--- config.mk ---
export PLATFORM = sky130hd
export DESIGN_NAME = pll_dyn_cfg_ctrl
export DESIGN_NICKNAME = d
export VERILOG_FILES = /design/src/rtl/pll_cfg_pkg.sv /design/src/rtl/sync_2ff.sv /design/src/rtl/pll_dyn_cfg_ctrl.sv
export SDC_FILE = /design/constraint.sdc
export NUM_CORES = 1
export LEC_CHECK = 0
export CORE_AREA = 2 2 124 66
export DETAILED_ROUTE_END_ITERATION = 8
export DIE_AREA = 0 0 126 68
export PLACE_DENSITY = 0.84
export REMOVE_ABC_BUFFERS = 1
export SYNTH_ARGS = -nofsm -noshare
export SYNTH_HDL_FRONTEND = slang
export SYNTH_SLANG_ARGS = --single-unit
--- constraint.sdc ---
create_clock -name clkin -period 2.1 [get_ports clkin]
set_input_delay 0.42 -clock clkin [delete_from_list [all_inputs] [get_ports clkin]]
set_output_delay 0.42 -clock clkin [all_outputs]
set_load 0.1 [all_outputs]
--- src/rtl/pll_cfg_pkg.sv ---
// Shared types and helpers for the PLLVR dynamic-configuration sequencer.
package pll_cfg_pkg;

    typedef enum logic [2:0] {
        RST_ASSERT,
        WAIT_LOCK,
        STABLE_CHK,
        LOCKED,
        FAIL
    } pll_state_t;

    // Divider selects are the field subtracted from all-ones.
    localparam logic [5:0] SEL_MAX = 6'h3F;

    // Width of the shared cycle counters: must hold the largest of the three limits.
    function automatic int cnt_width(input int a, input int b, input int c);
        int m;
        m = (a > b) ? a : b;
        m = (m > c) ? m : c;
        return (m < 2) ? 1 : $clog2(m + 1);
    endfunction

endpackage

--- src/rtl/sync_2ff.sv ---
// Two-flop synchroniser for a single asynchronous input bit.
module sync_2ff #(
    parameter logic RST_VAL = 1'b0
) (
    input  logic i_clk,
    input  logic i_rst,
    input  logic i_d,
    output logic o_q
);

    logic r_meta;
    logic r_sync;

    // Capture the async bit, then re-register it to settle metastability.
    always_ff @(posedge i_clk or posedge i_rst) begin
        if (i_rst) begin
            r_meta <= RST_VAL;
            r_sync <= RST_VAL;
        end else begin
            r_meta <= i_d;
            r_sync <= r_meta;
        end
    end

    assign o_q = r_sync;

endmodule

--- src/rtl/pll_dyn_cfg_ctrl.sv ---
// PLLVR reset/divider sequencer: lock qualification, timeout with retries,
// loss-of-lock monitoring and runtime reconfiguration over valid/ready.
module pll_dyn_cfg_ctrl
    import pll_cfg_pkg::*;
#(
    parameter int         RST_CYCLES    = 16,
    parameter int         LOCK_TIMEOUT  = 65535,
    parameter int         STABLE_CYCLES = 256,
    parameter int         MAX_RETRY     = 3,
    parameter logic [5:0] IDIV_DEF      = 6'd6,
    parameter logic [5:0] FBDIV_DEF     = 6'd12,
    parameter logic [5:0] ODSEL_DEF     = 6'd8
) (
    input  logic       clkin,
    input  logic       reset,
    input  logic       cfg_valid,
    output logic       cfg_ready,
    input  logic [5:0] cfg_idiv,
    input  logic [5:0] cfg_fbdiv,
    input  logic [5:0] cfg_odsel,
    input  logic       pll_lock,
    output logic       pll_reset,
    output logic [5:0] pll_idsel,
    output logic [5:0] pll_fbdsel,
    output logic [5:0] pll_odsel,
    output logic       clk_ok,
    output logic       fail,
    output logic [1:0] attempt,
    output logic [7:0] unlock_cnt
);

    localparam int CW = cnt_width(LOCK_TIMEOUT, STABLE_CYCLES, RST_CYCLES);
    localparam logic [CW-1:0] RST_LAST = CW'(RST_CYCLES - 1);
    localparam logic [CW-1:0] TMO_LAST = CW'(LOCK_TIMEOUT - 1);
    // The WAIT_LOCK edge that sees lock counts as the first stable cycle.
    localparam logic [CW-1:0] STB_LAST = CW'(STABLE_CYCLES - 2);
    localparam logic [1:0]    RETRY_W  = 2'(MAX_RETRY);

    pll_state_t    r_state;
    logic [CW-1:0] r_cnt;
    logic [CW-1:0] r_tmo;
    logic [5:0]    r_idsel;
    logic [5:0]    r_fbdsel;
    logic [5:0]    r_odsel;
    logic          r_pll_reset;
    logic          r_clk_ok;
    logic          r_fail;
    logic          r_cfg_ready;
    logic [1:0]    r_attempt;
    logic [7:0]    r_unlock_cnt;
    logic          w_lock_s;
    logic          w_hs;

    sync_2ff #(.RST_VAL(1'b0)) u_lock_sync (
        .i_clk (clkin),
        .i_rst (reset),
        .i_d   (pll_lock),
        .o_q   (w_lock_s)
    );

    // Ready is only ever high in LOCKED or FAIL, so this is the whole handshake.
    assign w_hs = cfg_valid && r_cfg_ready;

    // Divider selects reload only on a handshake, which also raises pll_reset.
    always_ff @(posedge clkin or posedge reset) begin
        if (reset) begin
            r_idsel  <= SEL_MAX - IDIV_DEF;
            r_fbdsel <= SEL_MAX - FBDIV_DEF;
            r_odsel  <= ODSEL_DEF;
        end else if (w_hs) begin
            r_idsel  <= SEL_MAX - cfg_idiv;
            r_fbdsel <= SEL_MAX - cfg_fbdiv;
            r_odsel  <= cfg_odsel;
        end
    end

    // Sequencer: reset pulse, lock wait with timeout, stability window, monitoring.
    always_ff @(posedge clkin or posedge reset) begin
        if (reset) begin
            r_state      <= RST_ASSERT;
            r_cnt        <= '0;
            r_tmo        <= '0;
            r_pll_reset  <= 1'b1;
            r_clk_ok     <= 1'b0;
            r_fail       <= 1'b0;
            r_cfg_ready  <= 1'b0;
            r_attempt    <= '0;
            r_unlock_cnt <= '0;
        end else begin
            case (r_state)
                RST_ASSERT: begin
                    r_pll_reset <= 1'b1;
                    if (r_cnt == RST_LAST) begin
                        r_pll_reset <= 1'b0;
                        r_cnt       <= '0;
                        r_tmo       <= '0;
                        r_state     <= WAIT_LOCK;
                    end else begin
                        r_cnt <= r_cnt + 1'b1;
                    end
                end
                WAIT_LOCK: begin
                    if (r_tmo != TMO_LAST) r_tmo <= r_tmo + 1'b1;
                    if (w_lock_s) begin
                        r_cnt   <= '0;
                        r_state <= STABLE_CHK;
                    end else if (r_tmo == TMO_LAST) begin
                        r_pll_reset <= 1'b1;
                        r_cnt       <= '0;
                        if (r_attempt < RETRY_W) begin
                            r_attempt <= r_attempt + 1'b1;
                            r_state   <= RST_ASSERT;
                        end else begin
                            r_fail      <= 1'b1;
                            r_cfg_ready <= 1'b1;
                            r_state     <= FAIL;
                        end
                    end
                end
                STABLE_CHK: begin
                    // Timeout keeps running so lock chatter cannot extend the attempt.
                    if (r_tmo != TMO_LAST) r_tmo <= r_tmo + 1'b1;
                    if (!w_lock_s) begin
                        r_state <= WAIT_LOCK;
                    end else if (r_cnt == STB_LAST) begin
                        r_clk_ok    <= 1'b1;
                        r_cfg_ready <= 1'b1;
                        r_state     <= LOCKED;
                    end else begin
                        r_cnt <= r_cnt + 1'b1;
                    end
                end
                LOCKED: begin
                    if (!w_lock_s && r_unlock_cnt != 8'hFF)
                        r_unlock_cnt <= r_unlock_cnt + 1'b1;
                    if (w_hs || !w_lock_s) begin
                        r_clk_ok    <= 1'b0;
                        r_cfg_ready <= 1'b0;
                        r_attempt   <= '0;
                        r_pll_reset <= 1'b1;
                        r_cnt       <= '0;
                        r_state     <= RST_ASSERT;
                    end
                end
                FAIL: begin
                    if (w_hs) begin
                        r_fail      <= 1'b0;
                        r_cfg_ready <= 1'b0;
                        r_attempt   <= '0;
                        r_cnt       <= '0;
                        r_state     <= RST_ASSERT;
                    end
                end
                default: r_state <= RST_ASSERT;
            endcase
        end
    end

    assign cfg_ready  = r_cfg_ready;
    assign pll_reset  = r_pll_reset;
    assign pll_idsel  = r_idsel;
    assign pll_fbdsel = r_fbdsel;
    assign pll_odsel  = r_odsel;
    assign clk_ok     = r_clk_ok;
    assign fail       = r_fail;
    assign attempt    = r_attempt;
    assign unlock_cnt = r_unlock_cnt;

endmodule

* Word level (Yosys, flattened, before mapping)
Cells that the tools add are included.
Operators by class: $add $sub $neg 6, multiply operators 0, divide/modulo/power cells 0, $lt $le $gt $ge 1, equal/unequal tests 22, shift-type cells 0, mux-type cells 41, bitwise operators 0, reductions and logical operators 22
Operators with widths (number):
- 16-bit two-way mux | 9
- 16-bit one-hot mux with 5 select lines | 1
- 16-bit by 1-bit adder with 16-bit output (second input constant) | 2
- 16-bit one-hot mux with 2 select lines | 1
- 3-bit two-way mux | 8
- 2-bit != test (second input constant) | 9
- 16-bit equality test (second input constant) | 1
- 16-bit by 4-bit equality test with 1-bit output (second input constant) | 1
- 16-bit by 8-bit equality test with 1-bit output (second input constant) | 1
- 16-bit != test (second input constant) | 1
- 3-bit one-hot mux with 5 select lines | 1
- 6-bit AND reduction | 2
- 6-bit subtractor (first input constant) | 2
- 1-bit two-way mux | 11
- 2-bit two-way mux | 5
- 5-bit AND reduction | 2
- 8-bit by 1-bit adder with 8-bit output (second input constant) | 1
- 8-bit != test (second input constant) | 1
- 4-bit AND reduction | 2
- 8-bit AND reduction | 1
- 3-bit by 2-bit equality test with 1-bit output (second input constant) | 2
- 2-bit one-hot mux with 3 select lines | 1
- 2-bit nonzero test | 3
- 3-bit nonzero test | 2
- 19 further kinds | 22
Word-level totals: register bits after elaboration 69, bits in latches 0, RAM bits 0, bits in read-only memories 0, bits of input ports 22, output and inout port bits 32, word-level logic and storage cells 106, memories 0

* Longest topological paths before layout
depth after elaboration 5, depth in mapped cells 10, mapped depth without buffers 8

* By module
A second synthesis with hierarchy kept.
Second synthesis, totals: cell total of the unflattened synthesis 359, area, all modules 3509.6 um^2
By module, submodules not included:
- pll_dyn_cfg_ctrl | instances 1, cells each 356, area an instance 3455.8 um^2, seq. area each 1689.1 um^2
- sync_2ff | instances 1, cells each 3, area an instance 53.8 um^2, seq. area each 50.0 um^2

* Worst setup path after synthesis
Ideal clock, no wire load.
path kind register to register, from register r_cfg_ready, in the netlist cfg_ready, to register r_cnt[10], library setup time 95 ps, arrival time 2696 ps, required time 2005 ps, path slack -692 ps, stages on the path, launching flop included 9, buffers on the path 2, period minus slack after synthesis 2792 ps, cells stage by stage dfrtp_1 -> nand2_2 -> and3_2 -> o21ai_0 -> o2111ai_4 -> or2_0 -> buf_2 -> buf_6 -> o31ai_1
Between the ends: longest elaborated chain between the ends 4, elaborated cells between the ends (all ways) 5, classes of those cells 2 x eq/ne; 3 x reduce/logical
Ends and longest elaborated chain:
- from (decl) | RTL line pll_dyn_cfg_ctrl.sv:48 | logic r_cfg_ready;
- from (signal assigned) | RTL line pll_dyn_cfg_ctrl.sv:86 | r_cfg_ready <= 1'b0;
- from (signal assigned) | RTL line pll_dyn_cfg_ctrl.sv:115 | r_cfg_ready <= 1'b1;
- from (signal assigned) | RTL line pll_dyn_cfg_ctrl.sv:127 | r_cfg_ready <= 1'b1;
- 1-bit logical AND * | RTL line pll_dyn_cfg_ctrl.sv:62 | assign w_hs = cfg_valid && r_cfg_ready;
- 1-bit logical OR | RTL line pll_dyn_cfg_ctrl.sv:136 | if (w_hs || !w_lock_s) begin
- 2-bit != test (no source line)
- 6-bit AND reduction (no source line) *
- to (signal assigned) | RTL line pll_dyn_cfg_ctrl.sv:99 | r_cnt <= r_cnt + 1'b1;
- to (signal assigned) | RTL line pll_dyn_cfg_ctrl.sv:130 | r_cnt <= r_cnt + 1'b1;
- to (decl) | RTL line pll_dyn_cfg_ctrl.sv:40 | logic [CW-1:0] r_cnt;
Every way passes the cells marked *; elsewhere a longest branch is shown, timed or not. A chain may end at the register's enable or synchronous reset.

* Final worst setup path
from register r_cnt[8], to register r_tmo[0]
Between the ends: longest elaborated chain between the ends 3
Ends and longest elaborated chain:
- 16-bit by 4-bit equality test with 1-bit output | RTL line pll_dyn_cfg_ctrl.sv:93 | if (r_cnt == RST_LAST) begin
- 2-bit != test (no source line)
- 3-bit AND reduction (no source line)
- to (signal assigned) | RTL line pll_dyn_cfg_ctrl.sv:103 | if (r_tmo != TMO_LAST) r_tmo <= r_tmo + 1'b1;
- to (signal assigned) | RTL line pll_dyn_cfg_ctrl.sv:122 | if (r_tmo != TMO_LAST) r_tmo <= r_tmo + 1'b1;
- to (decl) | RTL line pll_dyn_cfg_ctrl.sv:41 | logic [CW-1:0] r_tmo;
No other way between the ends.

==> metrics.log <==
INFO  metric clk_root_buffer_cell = sky130_fd_sc_hd__clkbuf_16
INFO  metric layout_common_cells = 101 x sky130_fd_sc_hd__buf_4, 59 x sky130_fd_sc_hd__dfrtp_1, 42 x sky130_fd_sc_hd__nand2_1, 22 x sky130_fd_sc_hd__nand3_1, 21 x sky130_fd_sc_hd__clkdlybuf4s50_1
INFO  metric critical_path_required = 2.37 ns
INFO  metric place_congestion = 0.8965
INFO  metric globalRouteOverflowTotal = 0
INFO  metric post_drt_wl_per_cell = 18.38 um
INFO  metric cts_num_sinks = 69
INFO  metric type_of_the_worst_setup_path = reg2reg
INFO  metric die_span_y = 68 um
INFO  metric num_antenna_cells = 0
INFO  metric n_fill_cell = 480
INFO  metric slowest_cell_on_crit_path = sky130_fd_sc_hd__or4_1
INFO  metric syn_area = 3567 um2
INFO  metric vdd_drop_max = 0.8753 mV
INFO  metric netlist.top_cell.by_area = sky130_fd_sc_hd__dfrtp_1
INFO  metric cts_made_buffers = 9
INFO  metric cp_cell_sequence = nor4_2, buf_4, nand4_1, buf_4, buf_6, nor3_4, buf_6, nor2_2, or4_1, nand2_1
INFO  metric final_critical_path_setup_slack = -0.1555 ns
INFO  metric detailedRoute.firstPassIterationCount = 5
INFO  metric timing.final.setup_violations = 21
INFO  metric initial_utilization = 46.95%
INFO  metric synth_largest_type_area_fraction = 41.39%
INFO  metric endpoint_kind = flop
INFO  metric post-route-cell-area = 5523 um2
INFO  metric dr.first_iter.drc_count = 267
INFO  metric fin_util = 72.69%
INFO  metric critical-path-max-stage-delay = 0.46 ns
INFO  metric dominantRegCellSynth = sky130_fd_sc_hd__dfrtp_1
INFO  metric grt_total_usage = 25.47%
INFO  metric tightestPinTransition = 0.3714 ns
INFO  metric fp.dieArea = 8568 um2
INFO  metric yosys_warnings = 0
INFO  metric syn_inst = 369
INFO  metric maxSlewHeadroom = 75.24%
INFO  metric top_level_ports = 54
INFO  metric timing.critical_path.arrival = 2.53 ns
INFO  metric num-nets-final = 535
INFO  metric cts_tree = done
INFO  metric area_of_the_core_region = 7597 um2
INFO  metric drt-vias-per-instance = 5.820
INFO  metric number_of_global_route_vias_before_repair = 3460
INFO  metric min_path_type = reg2reg
INFO  metric hp-start = u_lock_sync.r_meta
INFO  metric pwr_density_cell = 1191 nW/um2
INFO  metric final.period_utilization = 107.4%
INFO  metric numPortBuffers = 53
INFO  metric grt_pass1_wl = 17080 um
INFO  metric cp_max_fo = 2
INFO  metric clock_latency = 0.33 ns
INFO  metric synth_cell_types = 58
INFO  metric ctsHtreeMaxLevel = 3
INFO  metric fmaxAchievable = 0.4434 GHz
INFO  metric min_to = u_lock_sync.o_q
INFO  metric setup_repair_after_global_routing_missed_its_margin = true
INFO  metric total_leakage_power = 2.454 nW
INFO  metric most_common_library_cell_in_the_layout_ignoring_fill_and_taps = sky130_fd_sc_hd__buf_4
INFO  metric die_w = 126 um
INFO  metric sequential_area_share_after_synthesis = 48.75%
INFO  metric violations_in_the_final_reports = negative setup slack
INFO  metric antenna_left = 0
INFO  metric synth_area_per_cell = 9.667 um2
INFO  metric period_needed = 2.256 ns
INFO  metric multiInputGateArea = 2103 um2
INFO  metric dp_hpwl = 7144 um
INFO  metric worst_setup_path_start_kind = flop
INFO  metric worst_r2r_endpoint = r_tmo[0]
INFO  metric synthArstFlopShare = 100.0%
INFO  metric r2r_start = r_cnt[8]
INFO  metric netlist_top_cells_area = sky130_fd_sc_hd__dfrtp_1 41%, sky130_fd_sc_hd__dfstp_2 7.4%, sky130_fd_sc_hd__o21ai_0 5.3%
INFO  metric smallest_hold_slack = 0.3567 ns
INFO  metric r2r_cells = 10
INFO  metric synth-edff-count = 0
INFO  metric timing_hold_violations_final = 0
INFO  metric largest_net_degree_at_the_start_of_global_routing = 70
INFO  metric clk_pin_slew = 0.06 ns
INFO  metric area_delta_synth_final = 54.82%
INFO  metric drive_above_1_share = 44.92%
INFO  metric num_rows = 23
INFO  metric timing_max_transition_violations_final = 0
INFO  metric clock_path_buffers = 2
INFO  metric ys_ff_latch = 69
INFO  metric clock-skew-final = 0.007602 ns
INFO  metric fin_setup_tns = -1.514 ns
INFO  metric hold_path_depth = 0
INFO  metric drt_wl_total = 11250 um
INFO  metric sequential_cell_area = 1739 um2
INFO  metric reg2reg_setup_slack = -0.16 ns
INFO  metric place_area = 4668 um2
INFO  metric timing.max_cap.violations = 0
INFO  metric post-route-drc-count = 0
INFO  metric hold_buffers = 0
INFO  metric grt_antenna_before_repair = 0
INFO  metric vias = 3562
INFO  metric status = finished with violations
[layer usage]
metal	GRT usage [%]	routed length, um
met3	6.177	759
met1	35.26	5079
met2	40.05	5215
met5	0	0
met4	8.242	195
[report_power, final]
part / internal (W) / switching, W / total, W / leakage (nW)
clock: 0.000947 / 0.000543 / 0.00149 / 0.143
sequential: 0.00160 / 0.000213 / 0.00181 / 0.882
combinational: 0.00110 / 0.00218 / 0.00327 / 1.43
[worst max path at each step]
stage / slack, ns / to / start
detailed placement: -0.38 / r_cnt[12] / cfg_valid
global route: -0.28 / r_tmo[0] / r_cnt[8]
global placement: -0.35 / r_cnt[6] / cfg_valid
CTS: -0.13 / r_tmo[9] / r_cnt[8]
finish: -0.16 / r_tmo[0] / r_cnt[8]
floorplan: -1.24 / r_cnt[11] / cfg_ready
[kinds of logic (layout without fill, tap and decap cells)]
family / after synthesis / after routing / share of synthesized area, %
XOR/XNOR: 14 / 14 / 3.437
buffers and inverters: 27 / 170 / 3.262
AND/OR/NAND/NOR: 156 / 156 / 23.99
AO/OA/AOI/OAI: 88 / 88 / 15.61
adder cells (fa/ha/maj): 6 / 6 / 2.104
flip-flops: 69 / 69 / 48.75
multiplexers: 9 / 9 / 2.841
[what timing repair did]
item                       CTS  global route
pin swaps                   11            28
setup buffers                7             9
setup endpoints to repair   26            34
gates resized for setup     24            90
cloned                       0             0
[synthesized netlist by cell type, drive strengths merged (2+ instances only)]
master,n
a2111oi,2
a21oi,15
a31oi,3
and3,10
and4,3
buf,5
clkbuf,9
dfrtp,59
dfstp,10
ha,6
inv,12
mux2,9
nand2,43
nand2b,2
nand3,22
nand4,10
nor2,25
nor2b,6
nor3,8
nor4,7
o2111ai,2
o211ai,4
o21ai,39
o31ai,12
o41ai,3
or3,6
or4,9
xnor2,11
xor2,3
[state kept, by name, summed over array words and instances, names as in the netlist]
name / count
cfg_ready: 1
r_cnt: 16
clk_ok: 1
unlock_cnt: 8
r_state: 3
fail: 1
pll_reset: 1
r_tmo: 16
pll_idsel: 6
pll_odsel: 6
attempt: 2
u_lock_sync.r_meta: 1
u_lock_sync.o_q: 1
pll_fbdsel: 6
[area by class of cell]
type	count	share of cell area, %
inverter	13	0.8836
timing repair buffer	141	21.95
clock buffer	12	4.463
clock inverter	4	0.8609
tap	100	2.266
multi-input combinational	273	38.08
sequential	69	31.49
[through the flow]
step / power (W) / setup slack (ns) / cells
after floorplan: 0.003587 / -1.236 / 355
after global placement: 0.004442 / -0.3542 / 582
after detailed placement: 0.004541 / -0.3766 / 582
after CTS: 0.006156 / -0.1326 / 605
after global routing: 0.006855 / -0.2771 / 612
final: 0.006575 / -0.1555 / 612
[worst max-delay path: cells and delay by family (launching register included)]
kind          cells  cell delay (ns)
buf+inv           4             0.62
flops             1             0.38
simple gates      6             1.18
Power figures use the tool's default switching activity.
